$ cat config.mk
export PLATFORM = sky130hd
export DESIGN_NAME = alu_result_display
export DESIGN_NICKNAME = d
export VERILOG_FILES = /design/src/rtl/alu_result_display.sv
export SDC_FILE = /design/constraint.sdc
export NUM_CORES = 1
export LEC_CHECK = 0
export CORE_MARGIN = 5
export CORE_UTILIZATION = 50
export CTS_BUF_LIST = sky130_fd_sc_hd__clkbuf_8
export CTS_CLUSTER_DIAMETER = 30
export CTS_CLUSTER_SIZE = 25
export DETAILED_ROUTE_END_ITERATION = 10
export GPL_ROUTABILITY_DRIVEN = 0
export GPL_TIMING_DRIVEN = 0
export PLACE_DENSITY_LB_ADDON = 0.25
export SLEW_MARGIN = 40
export SYNTH_ARGS = -nofsm -noshare
export SYNTH_HDL_FRONTEND = slang
export SYNTH_SLANG_ARGS = --single-unit
$ cat constraint.sdc
create_clock -name clk -period 2.36 [get_ports clk]
set_clock_uncertainty 0.1 [all_clocks]
set_input_delay 0.59 -clock clk [delete_from_list [all_inputs] [get_ports clk]]
set_output_delay 0.59 -clock clk [all_outputs]
set_load 0.02 [all_outputs]
$ cat src/rtl/alu_result_display.sv
// alu_result_display: captures an ALU result and its {N,Z,C,V} flags on a
// load handshake and scans them onto a 4-digit, active-low 7-segment display.
// Digits 0-2 show the result in hex (zero-extended to 12 bits), digit 3 shows
// the flag nibble. Digits 1-2 that lie entirely above the result width are
// blanked while their slot still elapses, so the scan period stays fixed.
module alu_result_display #(
   parameter int unsigned N           = 4,
   parameter int unsigned REFRESH_DIV = 50000
) (
   input  logic         clk,
   input  logic         reset,
   input  logic [N-1:0] result_in,
   input  logic [3:0]   flags_in,
   input  logic         load,
   input  logic         hold,
   output logic         load_ack,
   output logic [N-1:0] result_q,
   output logic [3:0]   flags_q,
   output logic [3:0]   an,
   output logic [6:0]   seg
);

   localparam int unsigned CNT_W = (REFRESH_DIV > 1) ? $clog2(REFRESH_DIV) : 1;
   localparam logic [CNT_W-1:0] CNT_MAX = CNT_W'(REFRESH_DIV - 1);

   typedef enum logic [1:0] {
      DIGIT0 = 2'd0,
      DIGIT1 = 2'd1,
      DIGIT2 = 2'd2,
      DIGIT3 = 2'd3
   } digit_t;

   logic [CNT_W-1:0] cnt;
   logic             wrap;
   digit_t           digit;
   digit_t           digit_next;

   logic [11:0]      result_ext;
   logic [3:0]       nibble;
   logic             blank;
   logic [3:0]       an_next;
   logic [6:0]       seg_next;

   // Active-low hex encoding, segment order {g,f,e,d,c,b,a}.
   function automatic logic [6:0] hex7(input logic [3:0] v);
      logic [6:0] s;
      case (v)
         4'h0:    s = 7'b1000000;
         4'h1:    s = 7'b1111001;
         4'h2:    s = 7'b0100100;
         4'h3:    s = 7'b0110000;
         4'h4:    s = 7'b0011001;
         4'h5:    s = 7'b0010010;
         4'h6:    s = 7'b0000010;
         4'h7:    s = 7'b1111000;
         4'h8:    s = 7'b0000000;
         4'h9:    s = 7'b0010000;
         4'hA:    s = 7'b0001000;
         4'hB:    s = 7'b0000011;
         4'hC:    s = 7'b1000110;
         4'hD:    s = 7'b0100001;
         4'hE:    s = 7'b0000110;
         default: s = 7'b0001110;
      endcase
      return s;
   endfunction

   // Capture handshake: reset beats load, hold freezes the captured values.
   always_ff @(posedge clk) begin
      if (reset) begin
         result_q <= '0;
         flags_q  <= '0;
         load_ack <= 1'b0;
      end else begin
         load_ack <= load & ~hold;
         if (load && !hold) begin
            result_q <= result_in;
            flags_q  <= flags_in;
         end
      end
   end

   assign wrap = (cnt == CNT_MAX);

   // Digit sequencing 0 -> 1 -> 2 -> 3 -> 0.
   always_comb begin
      digit_next = DIGIT0;
      case (digit)
         DIGIT0:  digit_next = DIGIT1;
         DIGIT1:  digit_next = DIGIT2;
         DIGIT2:  digit_next = DIGIT3;
         default: digit_next = DIGIT0;
      endcase
   end

   // Refresh counter; the digit select advances on each counter wrap.
   always_ff @(posedge clk) begin
      if (reset) begin
         cnt   <= '0;
         digit <= DIGIT0;
      end else begin
         cnt <= wrap ? '0 : cnt + CNT_W'(1);
         if (wrap) begin
            digit <= digit_next;
         end
      end
   end

   // Zero-extend the captured result to the three displayable nibbles.
   always_comb begin
      result_ext         = '0;
      result_ext[N-1:0]  = result_q;
   end

   // Select the nibble and enable for the current digit, blanking upper
   // result digits that carry no bits of the result.
   always_comb begin
      nibble  = result_ext[3:0];
      blank   = 1'b0;
      an_next = 4'b1110;
      case (digit)
         DIGIT0: begin
            nibble  = result_ext[3:0];
            an_next = 4'b1110;
         end
         DIGIT1: begin
            nibble  = result_ext[7:4];
            blank   = (N <= 4);
            an_next = 4'b1101;
         end
         DIGIT2: begin
            nibble  = result_ext[11:8];
            blank   = (N <= 8);
            an_next = 4'b1011;
         end
         default: begin
            nibble  = flags_q;
            an_next = 4'b0111;
         end
      endcase
      seg_next = hex7(nibble);
      if (blank) begin
         an_next  = '1;
         seg_next = '1;
      end
   end

   // Registered display outputs; one cycle behind the digit select.
   always_ff @(posedge clk) begin
      if (reset) begin
         an  <= '1;
         seg <= '1;
      end else begin
         an  <= an_next;
         seg <= seg_next;
      end
   end

endmodule

After elaboration in Yosys (flattened, before gate mapping)
Memories as Yosys holds them, arrays and structs flattened. A register that Yosys moved wholly into a read port is not among the register bits.
Cells that the tools add are included.
{"block": "word_totals", "wordCells": 23, "rom_bits": 112, "input_bits": 12, "n_memories": 1, "reg_bits": 31, "out_inout_bits": 20}
{"memory": "(no name shown)", "depth": 16, "width": 7, "rd": 1, "rd_ports_with_merged_regs": 1, "wr": 0, "line_no": "47", "rtl": "case (v)"}
{"block": "op_classes", "n_mux": 4, "reduce_logical": 6, "n_eq_ne": 3, "bitwise_logic": 2, "add_sub_neg": 1}
{"cell": "16-bit by 1-bit adder with 16-bit output (second input constant)", "count": 1}
{"cell": "16-bit == test (second input constant)", "count": 1}
{"cell": "4-bit one-hot mux with 3 select lines", "count": 1}
{"cell": "4-bit one-hot mux with 2 select lines", "count": 1}
{"cell": "2-bit one-hot mux with 3 select lines", "count": 1}
{"cell": "2-bit OR reduction", "count": 3}
{"cell": "2-bit by 1-bit == test with 1-bit output (second input constant)", "count": 1}
{"cell": "2-bit == test (second input constant)", "count": 1}
{"cell": "2-bit logical NOT", "count": 1}
{"cell": "1-bit AND", "count": 1}
{"cell": "1-bit logical AND", "count": 1}
{"cell": "1-bit logical NOT", "count": 1}
{"cell": "1-bit two-way mux", "count": 1}
{"cell": "1-bit NOT", "count": 1}

Logic depth before layout (Yosys ltp)
Gate-level depths: netlist of the first run.
{"block": "depth", "ltp_word": 4, "mapped_depth": 9, "ltp_nobuf": 9}

Worst setup path after synthesis of the first run
No wires, ideal clock.
{"block": "synth_timing", "path_type": "reg2reg", "from": "reg digit[0]", "to": "reg seg[3]", "arrival_time_ns": 1.782, "setup_ns": 0.153, "required_ns": 2.107, "synth_period_minus_slack_ns": 2.035, "n_path_buf": 1, "slack_ns": 0.325, "path_stages_with_launch": 10, "path_cell_list": "dfxtp_1 ha_1 buf_2 nand3b_1 nand2_1 inv_1 ha_1 a21oi_1 a2111oi_4 a31oi_1"}
{"block": "synth_via", "elab_chain_len": 4, "elab_cells_between_ends": 7}
{"item": "from (decl)", "line_no": "35", "rtl": "digit_t digit;"}
{"item": "from (signal assigned)", "line_no": "104", "rtl": "digit <= digit_next;"}
{"item": "2-bit == test or 2-bit by 1-bit == test with 1-bit output (tied branches)", "line_no": "121", "rtl": "case (digit)"}
{"item": "2-bit OR reduction (no source line)"}
{"item": "1-bit two-way mux", "line_no": "121"}
{"item": "2-bit OR reduction (no source line)"}
{"item": "to (decl)", "line_no": "20", "rtl": "output logic [6:0] seg"}
Parallel ways exist; a longest one is shown, timed or not.
A chain may end at the register's enable or synchronous reset.

Final worst setup path of the first run
Same ends and word-level chain as after synthesis.

==> flow_summary.yaml, run 1 <==
status:
  outcome: "completed"
pwr:
  power.total_w: 0.00128
  pwr-share-comb_pct: 12.3
  switching_share_pct: 24.2
  p_leak_nw: 0.914
  switchingPower_w: 0.000310
  internal-power_w: 0.000973
  pwr-share-seq_pct: 52.7
  power_density_nw_per_um2: 544
  clockPowerShare_pct: 35.0
  vdd_drop_max_mv: 0.365
floorplanning:
  die_x_um: 71.5
  die_area_um2: 5110
  core_um2: 3660
  num_rows: 22
  dieHeight_um: 71.5
  start_util_pct: 51.6
  io_pins: 32
yosys:
  yosysSeqAreaShare_pct: 40.3
  synth_flop_cell: "dfxtp_1"
  synth_warnings: 0
  netlist_area_um2: 1890
  syn-instance-count: 202
  synth_edf_count: 0
  syn_nets: 228
  ys_ff_latch: 38
  async_reset_ff_share_pct: 0
  avgSynthCellArea_um2: 9.35
  ys_types: 42
placed_design:
  dp_hpwl_um: 2580
  io_buffers: 31
clock_network:
  cts_tree: "yes"
  cts_buffer_depth: 2
  cts_setup_buffers: 0
  clkSinkCount: 38
  clock_latency_ns: 0.28
  clk_pin_slew_ns: 0.07
  cts_htree_levels: 2
  cts-root-buf: "clkbuf_8"
  cts_made_buffers: 5
global_route:
  grt_pass1_vias: 1338
  grt_remaining_overflow: 0
  grt.total_usage_pct: 14.2
  grt_antenna_before_repair: 0
  grt_start_max_net_pins: 12
  grt_pass1_wl_um: 5950
setup_path:
  cpMaxStageDelayCell: "dfxtp_1"
  path_delay_family: "compound AO/OA/AOI/OAI gates"
  startpoint: "digit[0]"
  cp-endpoint: "seg[3]"
  cp_num_buf_inv: 1
  startpoint_type: "flop"
  slowest_delay_ns: 0.35
  crit_top_cell: "ha_1"
  cp_num_cells: 8
  arrival_ns: 2.22
  r2r_setup_slack_ns: 0.18
  r2r-start: "digit[0]"
  rr_endpoint: "seg[3]"
  critPathMaxFanout: 7
  crit_chain: "inv_1, ha_1, nand2_1, o21a_1, ha_1, a21oi_1, a2111oi_4, a31oi_1"
  crit_required_ns: 2.39
  worstSetupPathType: "reg -> reg"
  reg2reg_depth: 8
  cp-end-kind: "flop"
cells_and_area:
  layout_commonest_cell: "dfxtp_1"
  seqCellArea_um2: 761
  areaGrowthSynthToFinish_pct: 24.7
  multi_input_area_um2: 1060
  n_antenna_cell: 0
  n_fill_cell: 311
  mostFrequentLayoutCells: "38 x dfxtp_1, 33 x nand2_1, 31 x clkdlybuf4s50_1"
  drive_above_1_share_pct: 12.0
  finish.net_count: 266
timing:
  finalCritPeriodShare_pct: 92.5
  rsz0062_at_grt: "no"
  tightestPinTransition_ns: 0.711
  maxSlewViolCount: 0
  finalSetupTns_ns: 0
  max_freq_mhz: 458
  period_minus_slack_ns: 2.18
  finalSetupViolCount: 0
  slew_headroom_pct: 52.3
  finalHoldViolations: 0
run:
  drv_cap: 0
route:
  drt-initial-drc-count: 90
  ant_nets: 0
  wl_um: 3500
  num_vias: 1455
  dr.pass1.iters: 4
  routed_via_density: 5.03
  drc: 0
  wl_per_cell_um: 12.1
min_path:
  hold_path.class: "reg -> reg"
==> final cells by class <==
class / count / share of cell area, %
Inverter: 9 / 1.43
Clock buffer: 6 / 3.51
Timing Repair Buffer: 31 / 13.2
Sequential cell: 38 / 32.3
Multi-Input combinational cell: 149 / 45.2
Buffer: 6 / 1.49
Tap cell: 48 / 2.55
Clock inverter: 2 / 0.372
==> tightest hold or removal path: cells and delay by family, from the launching register on <==
kind / cells / cell delay [ns]
flops: 1 / 0.32
simple gates: 1 / 0.05
compound gates: 1 / 0.05
==> sequential cells by signal, indices dropped and copies added, names as in the netlist <==
name / flops
flags_q: 4
an: 4
result_q: 4
cnt: 16
digit: 2
load_ack: 1
seg: 7
==> power groups by stage <==
stage,Clock [W],Combinational (W),Sequential [W]
3_5_place_dp,0,0.000157,0.000691
3_3_place_gp,0,0.000157,0.000690
4_1_cts,0.000460,0.000158,0.000676
5_1_grt,0.000497,0.000170,0.000680
2_1_floorplan,0,0.0000670,0.000712
6_report,0.000449,0.000157,0.000676
==> stage by stage <==
| step | utilization, % | area, µm² | setup slack, ns | hold slack (ns) | std cells |
|---|---|---|---|---|---|
| 2_1_floorplan | - | 1890 | 0.325 | 0.340 | 202 |
| 3_3_place_gp | 61.7 | 2260 | 0.0359 | 0.354 | 281 |
| 3_5_place_dp | 61.7 | 2260 | 0.0320 | 0.365 | 281 |
| 4_1_cts | 64.2 | 2350 | 0.158 | 0.375 | 289 |
| 5_1_grt | 64.4 | 2360 | 0.0260 | 0.395 | 289 |
| 6_report | 64.4 | 2360 | 0.177 | 0.374 | 289 |
==> metal layers <==
metal / GRT usage, % / part of all wire (%) / vias to the layer above
met5: 0 / 0 / -
met4: 5.22 / 1.3 / 0
met3: 4.35 / 6.5 / 6
met2: 21.9 / 42 / 37
met1: 18.6 / 51 / 651
li1: - / - / 761
==> Yosys cell counts, types with 2 or more instances <==
cell type  count  share of area, %
o221ai_1       2              0.93
nand3b_1       4               1.6
nor3_1         6               1.6
mux2i_1        6               3.2
nor2_1        21               4.2
xnor2_1       13               6.0
dfxtp_1       38                40
inv_1          9               1.8
buf_2          2              0.53
and4bb_2       2               1.3
nor2_2         2              0.66
nor4_2         2               1.3
a31oi_1        4               1.3
ha_1          14               9.3
clkbuf_1       3              0.60
nand3_1        5               1.3
o21ai_0        2              0.53
a21oi_1        9               2.4
nand4_2        2               1.3
nand2_1       34               6.8
==> worst min path at each step <==
stage | from | end | slack [ns] | cells after the start
3_5_place_dp | cnt[0] | cnt[0] | 0.36 | 1
2_1_floorplan | cnt[0] | cnt[0] | 0.34 | 1
6_report | result_q[0] | result_q[0] | 0.37 | 2
5_1_grt | result_q[0] | result_q[0] | 0.39 | 2
3_3_place_gp | cnt[0] | cnt[0] | 0.35 | 1
4_1_cts | result_q[0] | result_q[0] | 0.38 | 2
==> cell families (layout without fill, tap and decap cells) <==
group                    after synthesis  after routing  share of synthesized area [%]
flip-flops                            38             38                           40.3
XOR/XNOR                              14             14                           6.49
adder cells (fa/ha/maj)               14             14                           9.27
buffers and inverters                 15             54                           3.51
AO/OA/AOI/OAI                         25             25                           10.1
AND/OR/NAND/NOR                       90             90                           27.2
multiplexers                           6              6                           3.18
==> timing repair <==
item,in CTS,in global routing
setup endpoints to repair,0,1
hold buffers,0,0
gates resized for setup,0,2
Note: power is estimated with default switching activity, not from simulation.
==> inputs of run 2 (changes only) <==
--- a/config.mk
+++ b/config.mk
@@ -14,7 +14,6 @@
 export GPL_ROUTABILITY_DRIVEN = 0
 export GPL_TIMING_DRIVEN = 0
 export PLACE_DENSITY_LB_ADDON = 0.25
-export SLEW_MARGIN = 40
 export SYNTH_ARGS = -nofsm -noshare
 export SYNTH_HDL_FRONTEND = slang
 export SYNTH_SLANG_ARGS = --single-unit
==> results of run 2 <==
Final layout, timing and power as in run 1 (identical DEF).
==> inputs of run 3 (changes only) <==
--- a/config.mk
+++ b/config.mk
@@ -5,6 +5,7 @@
 export SDC_FILE = /design/constraint.sdc
 export NUM_CORES = 1
 export LEC_CHECK = 0
+export ABC_CLOCK_PERIOD_IN_PS = 2360
 export CORE_MARGIN = 5
 export CORE_UTILIZATION = 50
 export CTS_BUF_LIST = sky130_fd_sc_hd__clkbuf_8
==> results of run 3 <==
Final layout, timing and power as in run 1 (identical DEF).
